### config.mk
export PLATFORM = sky130hd
export DESIGN_NAME = dcache_ctrl_flat
export DESIGN_NICKNAME = d
export VERILOG_FILES = /design/src/rtl/dcache_ctrl_if.sv /design/src/rtl/dcache_ctrl.sv /design/src/flat_wrapper.sv
export SDC_FILE = /design/constraint.sdc
export NUM_CORES = 1
export LEC_CHECK = 0
export CORE_MARGIN = 10
export CORE_UTILIZATION = 61
export CTS_CLUSTER_SIZE = 28
export DETAILED_ROUTE_END_ITERATION = 8
export GPL_TIMING_DRIVEN = 0
export PLACE_DENSITY = 0.92
export SYNTH_ARGS = -nofsm -noshare
export SYNTH_HDL_FRONTEND = slang
export SYNTH_SLANG_ARGS = --single-unit
### constraint.sdc
create_clock -name clk -period 10.2 [get_ports clk]
set_input_delay 2.04 -clock clk [delete_from_list [all_inputs] [get_ports clk]]
set_output_delay 2.04 -clock clk [all_outputs]
set_load 0.02 [all_outputs]
### src/rtl/dcache_ctrl_if.sv
// Bus bundle for dcache_ctrl: CPU MEM-stage port and data-memory port.
//
// Handshake semantics:
//   CPU side: the pipeline raises cpu_ren or cpu_we with cpu_addr/cpu_din
//   and holds them unchanged while cpu_stall=1.  The access retires on the
//   first rising edge where cpu_stall=0.  Load data on cpu_dout is valid
//   in that same cycle.
//   Memory side: the controller raises mem_ren or mem_we from a register
//   and holds it, along with mem_addr and mem_dout, until it samples
//   mem_ack=1.  mem_ack is a one-cycle pulse, and mem_din is valid in
//   that same cycle.  The request drops on that edge, so at least one
//   request-free cycle follows every ack.
interface dcache_ctrl_if;
   logic        cpu_ren;
   logic        cpu_we;
   logic [31:0] cpu_addr;
   logic [31:0] cpu_din;
   logic [31:0] cpu_dout;
   logic        cpu_stall;
   logic        mem_ren;
   logic        mem_we;
   logic        mem_cs;
   logic [31:0] mem_addr;
   logic [31:0] mem_dout;
   logic [31:0] mem_din;
   logic        mem_ack;

   // Cache controller side
   modport master (
      input  cpu_ren, cpu_we, cpu_addr, cpu_din,
      output cpu_dout, cpu_stall,
      output mem_ren, mem_we, mem_cs, mem_addr, mem_dout,
      input  mem_din, mem_ack
   );

   // Pipeline / memory side
   modport slave (
      output cpu_ren, cpu_we, cpu_addr, cpu_din,
      input  cpu_dout, cpu_stall,
      input  mem_ren, mem_we, mem_cs, mem_addr, mem_dout,
      output mem_din, mem_ack
   );
endinterface

### src/rtl/dcache_ctrl.sv
// dcache_ctrl: direct-mapped, one-word-per-line data cache.
// The cache is write-through and does not allocate on a write miss.
// Read hits add no cycles.  Misses and stores stall the CPU while a
// registered request to the multi-cycle memory is in flight.
// Optional macro DCACHE_STATS_EN adds the hit_cnt and miss_cnt counters.
module dcache_ctrl #(
   parameter int INDEX_WIDTH = 3,
   parameter int TAG_WIDTH   = 32 - INDEX_WIDTH
) (
   input  logic               clk,
   input  logic               rst,
   dcache_ctrl_if.master      bus,
   output logic [1:0]         state_dbg
`ifdef DCACHE_STATS_EN
   ,
   output logic [31:0]        hit_cnt,
   output logic [31:0]        miss_cnt
`endif
);

   localparam int LINES = 2 ** INDEX_WIDTH;

   typedef enum logic [1:0] {
      S_IDLE  = 2'd0,
      S_FILL  = 2'd1,
      S_WRITE = 2'd2,
      S_DONE  = 2'd3
   } state_t;

   state_t                 state_q, state_d;

   logic [LINES-1:0]       valid_q;
   logic [TAG_WIDTH-1:0]   tag_q  [LINES];
   logic [31:0]            data_q [LINES];

   logic                   mem_ren_q, mem_we_q;
   logic [31:0]            mem_addr_q, mem_dout_q;

   logic [INDEX_WIDTH-1:0] cpu_idx, mem_idx;
   logic [TAG_WIDTH-1:0]   cpu_tag, mem_tag;
   logic                   hit, mem_line_hit;
   logic                   start_wr, start_rd, fill_done, write_done;
   logic                   stall;

   assign cpu_idx = bus.cpu_addr[INDEX_WIDTH-1:0];
   assign cpu_tag = bus.cpu_addr[31:INDEX_WIDTH];
   assign mem_idx = mem_addr_q[INDEX_WIDTH-1:0];
   assign mem_tag = mem_addr_q[31:INDEX_WIDTH];

   assign hit          = valid_q[cpu_idx] && (tag_q[cpu_idx] == cpu_tag);
   assign mem_line_hit = valid_q[mem_idx] && (tag_q[mem_idx] == mem_tag);

   // Next-state and stall decode; a store takes priority over a load
   always_comb begin
      state_d    = state_q;
      stall      = 1'b0;
      start_wr   = 1'b0;
      start_rd   = 1'b0;
      fill_done  = 1'b0;
      write_done = 1'b0;
      case (state_q)
         S_IDLE: begin
            if (bus.cpu_we) begin
               state_d  = S_WRITE;
               stall    = 1'b1;
               start_wr = 1'b1;
            end else if (bus.cpu_ren && !hit) begin
               state_d  = S_FILL;
               stall    = 1'b1;
               start_rd = 1'b1;
            end
         end
         S_FILL: begin
            stall = 1'b1;
            if (bus.mem_ack) begin
               state_d   = S_IDLE;
               fill_done = !rst;
            end
         end
         S_WRITE: begin
            stall = 1'b1;
            if (bus.mem_ack) begin
               state_d    = S_DONE;
               write_done = !rst;
            end
         end
         S_DONE: begin
            // Retire the store for one cycle so the held cpu_we is not re-issued.
            state_d = S_IDLE;
         end
         default: state_d = S_IDLE;
      endcase
   end

   // State register and memory request registers
   always_ff @(posedge clk) begin
      if (rst) begin
         state_q    <= S_IDLE;
         mem_ren_q  <= 1'b0;
         mem_we_q   <= 1'b0;
         mem_addr_q <= '0;
         mem_dout_q <= '0;
      end else begin
         state_q <= state_d;
         if (start_wr) begin
            mem_we_q   <= 1'b1;
            mem_addr_q <= bus.cpu_addr;
            mem_dout_q <= bus.cpu_din;
         end else if (start_rd) begin
            mem_ren_q  <= 1'b1;
            mem_addr_q <= bus.cpu_addr;
         end
         if (fill_done)  mem_ren_q <= 1'b0;
         if (write_done) mem_we_q  <= 1'b0;
      end
   end

   // Valid bits: cleared by reset, set by a completed fill
   always_ff @(posedge clk) begin
      if (rst) begin
         valid_q <= '0;
      end else if (fill_done) begin
         valid_q[mem_idx] <= 1'b1;
      end
   end

   // Tag/data arrays: a fill overwrites the line; a store updates the line only on a hit
   always_ff @(posedge clk) begin
      if (fill_done) begin
         data_q[mem_idx] <= bus.mem_din;
         tag_q[mem_idx]  <= mem_tag;
      end else if (write_done && mem_line_hit) begin
         data_q[mem_idx] <= mem_dout_q;
      end
   end

`ifdef DCACHE_STATS_EN
   // Hit/miss statistics counters, wrapping at 2**32
   always_ff @(posedge clk) begin
      if (rst) begin
         hit_cnt  <= '0;
         miss_cnt <= '0;
      end else begin
         if (state_q == S_IDLE && bus.cpu_ren && hit && !bus.cpu_we) hit_cnt <= hit_cnt + 32'd1;
         if (start_rd) miss_cnt <= miss_cnt + 32'd1;
      end
   end
`else
   // Statistics counters are not built in this configuration.
`endif

   assign bus.cpu_stall = stall;
   assign bus.cpu_dout  = hit ? data_q[cpu_idx] : 32'd0;
   assign bus.mem_ren   = mem_ren_q;
   assign bus.mem_we    = mem_we_q;
   assign bus.mem_cs    = mem_ren_q | mem_we_q;
   assign bus.mem_addr  = mem_addr_q;
   assign bus.mem_dout  = mem_dout_q;
   assign state_dbg     = state_q;

endmodule

### src/flat_wrapper.sv
// flat-port wrapper written by rule: the top's interface ports become plain ports
module dcache_ctrl_flat 
#(
   parameter int INDEX_WIDTH = 3,
   parameter int TAG_WIDTH   = 32 - INDEX_WIDTH
)
  (clk, rst, state_dbg, bus_cpu_ren, bus_cpu_we, bus_cpu_addr, bus_cpu_din, bus_cpu_dout, bus_cpu_stall, bus_mem_ren, bus_mem_we, bus_mem_cs, bus_mem_addr, bus_mem_dout, bus_mem_din, bus_mem_ack);
  dcache_ctrl_if bus_i ();
  input  logic clk;
  input  logic rst;
  output logic [1:0] state_dbg;
  input wire logic [$bits(bus_i.cpu_ren)-1:0] bus_cpu_ren;
  input wire logic [$bits(bus_i.cpu_we)-1:0] bus_cpu_we;
  input wire logic [$bits(bus_i.cpu_addr)-1:0] bus_cpu_addr;
  input wire logic [$bits(bus_i.cpu_din)-1:0] bus_cpu_din;
  output wire logic [$bits(bus_i.cpu_dout)-1:0] bus_cpu_dout;
  output wire logic [$bits(bus_i.cpu_stall)-1:0] bus_cpu_stall;
  output wire logic [$bits(bus_i.mem_ren)-1:0] bus_mem_ren;
  output wire logic [$bits(bus_i.mem_we)-1:0] bus_mem_we;
  output wire logic [$bits(bus_i.mem_cs)-1:0] bus_mem_cs;
  output wire logic [$bits(bus_i.mem_addr)-1:0] bus_mem_addr;
  output wire logic [$bits(bus_i.mem_dout)-1:0] bus_mem_dout;
  input wire logic [$bits(bus_i.mem_din)-1:0] bus_mem_din;
  input wire logic [$bits(bus_i.mem_ack)-1:0] bus_mem_ack;
  assign bus_i.cpu_ren = bus_cpu_ren;
  assign bus_i.cpu_we = bus_cpu_we;
  assign bus_i.cpu_addr = bus_cpu_addr;
  assign bus_i.cpu_din = bus_cpu_din;
  assign bus_cpu_dout = bus_i.cpu_dout;
  assign bus_cpu_stall = bus_i.cpu_stall;
  assign bus_mem_ren = bus_i.mem_ren;
  assign bus_mem_we = bus_i.mem_we;
  assign bus_mem_cs = bus_i.mem_cs;
  assign bus_mem_addr = bus_i.mem_addr;
  assign bus_mem_dout = bus_i.mem_dout;
  assign bus_i.mem_din = bus_mem_din;
  assign bus_i.mem_ack = bus_mem_ack;
  dcache_ctrl #(.INDEX_WIDTH(INDEX_WIDTH), .TAG_WIDTH(TAG_WIDTH)) u_core (.clk(clk), .rst(rst), .bus(bus_i), .state_dbg(state_dbg));
endmodule
==> impl_results.html <==
<table>
<tr><th>Metric</th><th>Value</th></tr>
<tr><th colspan="2">Power</th></tr>
<tr><td>Max rail drop VDD</td><td>about 0.00017 V</td></tr>
<tr><td>Total power consumption of the routed design</td><td>between 0.005 and 0.006 W</td></tr>
<tr><td>LEAKAGE</td><td>slightly below 10 nW</td></tr>
<tr><td>Pwr Density</td><td>201 nW/um^2</td></tr>
<tr><th colspan="2">STA</th></tr>
<tr><td>Headroom to the max-slew limit</td><td>a little over a fifth</td></tr>
<tr><td>Total negative slack for setup checks</td><td>0 ns</td></tr>
<tr><td>Unrepaired setup endpoints after global routing</td><td>false</td></tr>
<tr><td>Final hold viol count</td><td>0</td></tr>
<tr><td>Largest clock skew in the final design</td><td>just under 0.04 ns</td></tr>
<tr><td>Final min period</td><td>roughly 8.4 ns</td></tr>
<tr><td>Number of setup violations in the final report</td><td>0</td></tr>
<tr><td>Setup slack of the critical path after layout</td><td>~1.8 ns</td></tr>
<tr><td>Highest attainable clock frequency</td><td>about 120 MHz</td></tr>
<tr><td>Tightest Pin Transition</td><td>around 1.2 ns</td></tr>
<tr><td>Max Transition Viols Final</td><td>0</td></tr>
<tr><td>Post-route fraction of the period consumed by the critical path</td><td>slightly above 80%</td></tr>
<tr><th colspan="2">Global route</th></tr>
<tr><td>Number of global-route vias before repair</td><td>approximately 16k</td></tr>
<tr><td>First-pass GRT wire length</td><td>108,000 um</td></tr>
<tr><td>Initial antenna violation count</td><td>1</td></tr>
<tr><td>Largest net degree at the start of global routing</td><td>26</td></tr>
<tr><td>Gr usage total</td><td>29.4%</td></tr>
<tr><td>GRT overflow</td><td>0</td></tr>
<tr><th colspan="2">Placed design</th></tr>
<tr><td>Pre-CTS setup slack</td><td>between 1.5 and 2 ns</td></tr>
<tr><td>Count of placed standard cells including taps</td><td>roughly 2.1k</td></tr>
<tr><td>Input/output buffers</td><td>just under 200</td></tr>
<tr><td>Final HPWL DP</td><td>roughly 47,000 um</td></tr>
<tr><td>Final weighted congestion in routability-driven placement</td><td>about 0.85</td></tr>
<tr><th colspan="2">Setup path</th></tr>
<tr><td>Kind of end point of the critical path</td><td>output port</td></tr>
<tr><td>Terminus of the critical flop-to-flop path</td><td>u_core.data_q[0][20]</td></tr>
<tr><td>Worst endpoint data arrival time</td><td>6.39 ns</td></tr>
<tr><td>Critical Path RT</td><td>8.16 ns</td></tr>
<tr><td>Peak fanout along the critical path</td><td>10</td></tr>
<tr><td>Setup crit start</td><td>bus_cpu_addr[2]</td></tr>
<tr><td>Number of cells traversed by the worst register-to-register path</td><td>11</td></tr>
<tr><td>Capture point of the worst path</td><td>bus_cpu_dout[23]</td></tr>
<tr><td>Register-to-register setup slack</td><td>between 4 and 5 ns</td></tr>
<tr><td>CP Launch Type</td><td>input port</td></tr>
<tr><td>Class of the most critical setup path</td><td>input port to output port</td></tr>
<tr><th colspan="2">Synthesis</th></tr>
<tr><td>Cell with the most instances after synthesis</td><td>edfxtp_1</td></tr>
<tr><td>Netlist area before placement</td><td>24,700 um^2</td></tr>
<tr><td>Number of distinct library cell variants in the gate-level netlist after synthesis</td><td>between 50 and 60</td></tr>
<tr><td>Number of nets in the synthesized netlist</td><td>about 1.5k</td></tr>
<tr><td>Largest cells by area after synthesis</td><td>edfxtp_1, mux4_2, dfxtp_1</td></tr>
<tr><td>Gate Count Post-Synth</td><td>1,378</td></tr>
<tr><td>Yosys top cell by area</td><td>edfxtp_1</td></tr>
<tr><td>Dominant register cell in the synthesized netlist</td><td>edfxtp_1</td></tr>
<tr><td>Number of storage elements in the synthesis netlist</td><td>approximately 570</td></tr>
<tr><td>Yosys top cell area share</td><td>a little under 60%</td></tr>
<tr><td>Synth Warn #</td><td>0</td></tr>
<tr><td>Number of synthesized flops with an enable pin</td><td>roughly 500</td></tr>
<tr><td>Most common library cells after synthesis</td><td>edfxtp_1, mux4_2, mux2i_1, dfxtp_1, nand2_1</td></tr>
<tr><td>Share of async-settable or async-resettable flops after synthesis</td><td>0%</td></tr>
<tr><td>Mean instance size in the synthesized netlist</td><td>approximately 18 um^2</td></tr>
<tr><td>Register area share after synthesis</td><td>between 60 and 70%</td></tr>
<tr><th colspan="2">Run status</th></tr>
<tr><td>Status</td><td>finished clean</td></tr>
<tr><th colspan="2">Drt</th></tr>
<tr><td>Detailed-route wire length per cell</td><td>32.6 um</td></tr>
<tr><td>Via count</td><td>around 16k</td></tr>
<tr><td>Antenna-violating nets left</td><td>0</td></tr>
<tr><td>Number of optimization iterations in the first detailed-route pass</td><td>6</td></tr>
<tr><td>Via/cell ratio</td><td>about 6.9</td></tr>
<tr><td>Iteration-0 DRC count of the detailed router</td><td>roughly 2.4k</td></tr>
<tr><td>Drt drc</td><td>0</td></tr>
<tr><td>Wire length after detailed routing</td><td>about 73,000 um</td></tr>
<tr><th colspan="2">Clock tree</th></tr>
<tr><td>Number of buffers inserted by post-CTS setup repair</td><td>0</td></tr>
<tr><td>CTS root buf</td><td>clkbuf_16</td></tr>
<tr><td>Post_cts resized</td><td>0</td></tr>
<tr><td>Clk slew on worst S/H paths</td><td>roughly 0.07 ns</td></tr>
<tr><td>Number of clock buffers inserted by TritonCTS</td><td>55</td></tr>
<tr><td>TritonCTS clock tree</td><td>done</td></tr>
<tr><td>Max Buffers Root-to-Sink</td><td>3</td></tr>
<tr><td>Clock latency on the worst-skew pair</td><td>between 0.6 and 0.7 ns</td></tr>
<tr><td>Number of buffers inserted by hold repair at cts</td><td>0</td></tr>
<tr><td>H-Tree Level Count</td><td>2</td></tr>
<tr><td>Clock tree sinks</td><td>between 500 and 600</td></tr>
<tr><th colspan="2">Final layout</th></tr>
<tr><td>Share of the core filled with cells</td><td>between 70% and 80%</td></tr>
<tr><td>Antenna diodes</td><td>0</td></tr>
<tr><td>Synthesis-to-finish area growth</td><td>20.3%</td></tr>
<tr><td>Ratio of cells with drive above 1 in the final layout</td><td>22.4%</td></tr>
<tr><td>Number of cells in the finished layout apart from fillers</td><td>roughly 2.2k</td></tr>
<tr><td>Layout net count</td><td>1,778</td></tr>
<tr><th colspan="2">Die</th></tr>
<tr><td>Overall die height</td><td>around 220 um</td></tr>
<tr><td>Number of top-level design ports</td><td>between 200 and 250</td></tr>
<tr><td>Starting density of the core</td><td>about three fifths</td></tr>
<tr><td>Die boundary width</td><td>about 220 um</td></tr>
<tr><td>Number of standard-cell rows in the floorplan</td><td>73</td></tr>
<tr><td>Total Die Area</td><td>just under 50,000 um^2</td></tr>
<tr><td>CORE AREA</td><td>39,900 um^2</td></tr>
<tr><th colspan="2">Job</th></tr>
<tr><td>Maxcap violations</td><td>0</td></tr>
<tr><th colspan="2">Hold path</th></tr>
<tr><td>Worst Hold Depth</td><td>2</td></tr>
<tr><td>Hold Path Class</td><td>flip-flop to flip-flop</td></tr>
</table>
-- cells by family (layout without fill, tap and decap cells) --
group	Yosys count	count (layout)	synth area share, %
AOI/OAI and AO/OA	65	65	1.59
xor gates and xnor gates	55	55	1.95
adders and majority gates	5	5	0.253
buffers and inverters	90	429	2.13
DFF	567	567	65.7
muxes	346	346	23.2
and+or+nand+nor	250	250	5.14
-- stage by stage --
step,cell area (um^2),hold WS (ns)
global route,29700,0.499
floorplan,24700,0.453
global placement,27400,0.457
detailed placement,28000,0.465
CTS,29700,0.473
finish,29700,0.473
-- cell usage in the layout, fill, tap and decap left out, types with 13 or more instances in the layout --
cell             instances
clkbuf_1                53
mux2_4                  30
nand2_1                 72
dfxtp_1                 79
nand2b_1                68
edfxtp_1               488
buf_4                   13
nor2_1                  60
buf_6                   27
xnor2_1                 50
clkdlybuf4s50_1        199
mux4_2                 170
clkbuf_16               55
a21oi_1                 35
mux2i_1                143
-- cell type report --
type                    instances  area, um^2
clock inverters                26         231
plain buffers                  84         504
flip-flops and latches        567       16200
inverters                       6        22.5
fillers                      1977       10200
multi-input cells             721        8040
well taps                     525         657
repair buffers                237        2520
clock buffers                  76        1530
-- routing by layer --
metal | track usage [%] | routed length [um]
met2 | 48.0 | 35700
met3 | 7.90 | 9150
met5 | 0 | 10
met4 | 15.6 | 4200
met1 | 35.2 | 23900
-- power by group --
part	leakage (nW)	total, W	internal [W]	switching [W]
Clock	0.847	0.00201	0.00112	0.000891
Combinational	3.96	0.00115	0.000510	0.000643
Sequential	5.08	0.00280	0.00266	0.000132
Total	9.89	0.00596	0.00430	0.00167
-- how the worst min path moves through the flow --
stage,slack (ns),endpoint,start
2_1_floorplan,0.45,u_core.valid_q[5],u_core.valid_q[5]
6_report,0.47,u_core.bus.mem_dout[27],u_core.bus.mem_dout[27]
3_5_place_dp,0.46,u_core.bus.mem_dout[27],u_core.bus.mem_dout[27]
3_3_place_gp,0.46,u_core.bus.mem_dout[25],u_core.bus.mem_dout[25]
4_1_cts,0.47,u_core.bus.mem_dout[27],u_core.bus.mem_dout[27]
5_1_grt,0.50,u_core.bus.mem_dout[27],u_core.bus.mem_dout[27]
-- registers in the layout, indices dropped and copies added, names as in the netlist, named ones only --
name,cells
u_core.bus.mem_we,1
u_core.bus.mem_addr,32
u_core.tag_q,232
u_core.data_q,256
u_core.state_dbg,2
u_core.bus.mem_dout,32
u_core.valid_q,8
u_core.bus.mem_ren,1
-- worst max-delay path: stages --
cell	delay, ns
buf_2	0.23
clkbuf_1	0.62
mux4_2	0.43
mux2i_1	0.20
xnor2_1	0.11
nor4_1	0.58
o2111a_1	0.36
nand4_1	0.41
clkbuf_1	0.41
nor2_1	0.32
clkdlybuf4s50_1	0.67
Power figures use the tool's default switching activity.
==> RTL edit, RTL diff (same settings) <==
`INDEX_WIDTH` is set to 3 in 2 places; all go to 2.
--- a/src/rtl/dcache_ctrl.sv
+++ b/src/rtl/dcache_ctrl.sv
@@ -4,7 +4,7 @@
 // registered request to the multi-cycle memory is in flight.
 // Optional macro DCACHE_STATS_EN adds the hit_cnt and miss_cnt counters.
 module dcache_ctrl #(
-   parameter int INDEX_WIDTH = 3,
+   parameter int INDEX_WIDTH = 2,
    parameter int TAG_WIDTH   = 32 - INDEX_WIDTH
 ) (
    input  logic               clk,
--- a/src/flat_wrapper.sv
+++ b/src/flat_wrapper.sv
@@ -1,7 +1,7 @@
 // flat-port wrapper written by rule: the top's interface ports become plain ports
 module dcache_ctrl_flat 
 #(
-   parameter int INDEX_WIDTH = 3,
+   parameter int INDEX_WIDTH = 2,
    parameter int TAG_WIDTH   = 32 - INDEX_WIDTH
 )
   (clk, rst, state_dbg, bus_cpu_ren, bus_cpu_we, bus_cpu_addr, bus_cpu_din, bus_cpu_dout, bus_cpu_stall, bus_mem_ren, bus_mem_we, bus_mem_cs, bus_mem_addr, bus_mem_dout, bus_mem_din, bus_mem_ack);
Function: same outputs for any inputs over 4 cycles, from zero or initial values and one cycle with rst high; that may be too few to reach the edited logic, so the function may still have changed.
==> RTL edit against the unedited design <==
Global-route usage down 1.6 points. Power fell by 43%. Final cell count decreased by 33%. Wire length shrank 42%. Combinational power down 42%. Area after synthesis shrank 42%. Via count decreased by 39%. Cell area decreased by 39%. Sequential cell count decreased by 245. Worst setup slack gained 0.53 ns.
==> RTL edit: results (changes against the unedited design) <==
| Metric | Value |
|---|---|
| Relative slew slack | 38.4% (was 21.5%) |
| Sequential share of the synthesized area | 62.1% (was 65.7%) |
| Wire length of the first global-routing pass | 63700 um (was 108000 um) |
| GRT Util Overall | 27.8% (was 29.4%) |
| Clock network latency to the later pin of the worst-skew pair | 0.53 ns (was 0.63 ns) |
| Static leakage power | 6.20 nW (was 9.89 nW) |
| Max frequency | 0.127 GHz (was 0.119 GHz) |
| Clock Skews | 0.0268 ns (was 0.0387 ns) |
| Met3 wire len | 4160 um (was 9150 um) |
| Worst hold path endpoint | u_core.bus.mem_dout[0]$_SDFFE_PP0P_ (was u_core.bus.mem_dout[27]$_SDFFE_PP0P_) |
| Max IR drop VDD | 0.158 mV (was 0.171 mV) |
| Area after DPL | 17100 um2 (was 28000 um2) |
| Via count of the routed design | 9474 (was 15500) |
| Largest net degree at the start of global routing | 27 (was 26) |
| Routing usage on met1 | 33.6% (was 35.2%) |
| HPWL after detailed placement | 28500 um (was 46600 um) |
| Share of final-layout standard cells stronger than drive strength 1 | 18.0% (was 22.4%) |
| Arrival time at the worst endpoint | 5.85 ns (was 6.39 ns) |
| CTS buffer count | 34 (was 55) |
| Number of detailed-route iterations in the first pass | 5 (was 6) |
| Syn Nets | 1014 (was 1484) |
| Dominant cells by area after synthesis | edfxtp_1 52%, mux4_2 13%, dfxtp_1 10%, mux2i_1 3.3%, mux2_4 3.1% (was edfxtp_1 59%, mux4_2 15%, dfxtp_1 6.4%, mux2i_1 5.8%, mux2_4 1.8%) |
| Multi-input gate area in the final layout | 5190 um2 (was 8040 um2) |
| Total Nets Final | 1263 (was 1778) |
| Iteration-0 DRC count of the detailed router | 976 (was 2404) |
| Synthesized area per cell | 15.8 um2 (was 17.9 um2) |
| Worst Setup Slack post-DPL | 2.42 ns (was 1.95 ns) |
| Run status | complete, no violations (unchanged) |
| Total routed wirelength | 42200 um (was 73000 um) |
| CP max stage cell | clkbuf_1 (was clkdlybuf4s50_1) |
| Number of synthesized flops with an enable pin | 248 (was 488) |
| Largest registers ranked by flip-flop count | u_core.data_q (128), u_core.tag_q (120) (was u_core.data_q (256), u_core.tag_q (232)) |
## RTL edit: where the power goes
group | internal (mW) | leakage, nW | switching (mW)
combinational | 0.309 | 2.83 | 0.353
sequential | 1.50 | 2.86 | 0.0813
clock | 0.650 | 0.507 | 0.512
## RTL edit: critical path: cells and delay by family
| family | cells | cell delay (ns) |
|---|---|---|
| buf+inv | 3 | 1.71 |
| simple gates | 4 | 1.30 |
| mux | 1 | 0.43 |
| xor+xnor | 1 | 0.37 |
## RTL edit: final cells by class
class                           instances  share of cell area [%]
Tap cell                              319                    2.21
Antenna cell                            2                  0.0277
Clock inverter                         15                   0.519
Clock buffer                           47                    5.20
Inverter                               10                   0.207
Timing Repair Buffer                  213                    12.3
Sequential cell                       322                    49.3
Buffer                                 49                    1.52
Multi-Input combinational cell        527                    28.7
## RTL edit: worst max-delay path by stage
| stage | startpoint | endpoint | slack [ns] | cells after the start |
|---|---|---|---|---|
| after floorplan | bus_cpu_addr[0] | bus_cpu_stall | 3.84 | 11 |
| after global placement | rst | u_core.data_q[0][9]$_DFFE_PP_ | 1.98 | 7 |
| after detailed placement | bus_cpu_addr[1] | bus_cpu_dout[24] | 2.42 | 9 |
| after CTS | bus_cpu_addr[1] | bus_cpu_dout[5] | 2.41 | 9 |
| after global routing | bus_cpu_addr[1] | bus_cpu_dout[24] | 2.27 | 9 |
| final | bus_cpu_addr[1] | bus_cpu_dout[8] | 2.31 | 9 |
## RTL edit: cells by family after synthesis
| kind of cell | Yosys count | synth area share (%) |
|---|---|---|
| flops | 322 | 62.1 |
| simple gates | 233 | 8.82 |
| mux | 169 | 20.3 |
| xor+xnor | 62 | 3.78 |
| buf+inv | 59 | 2.18 |
| compound gates | 58 | 2.43 |
| fa+ha+maj | 5 | 0.435 |
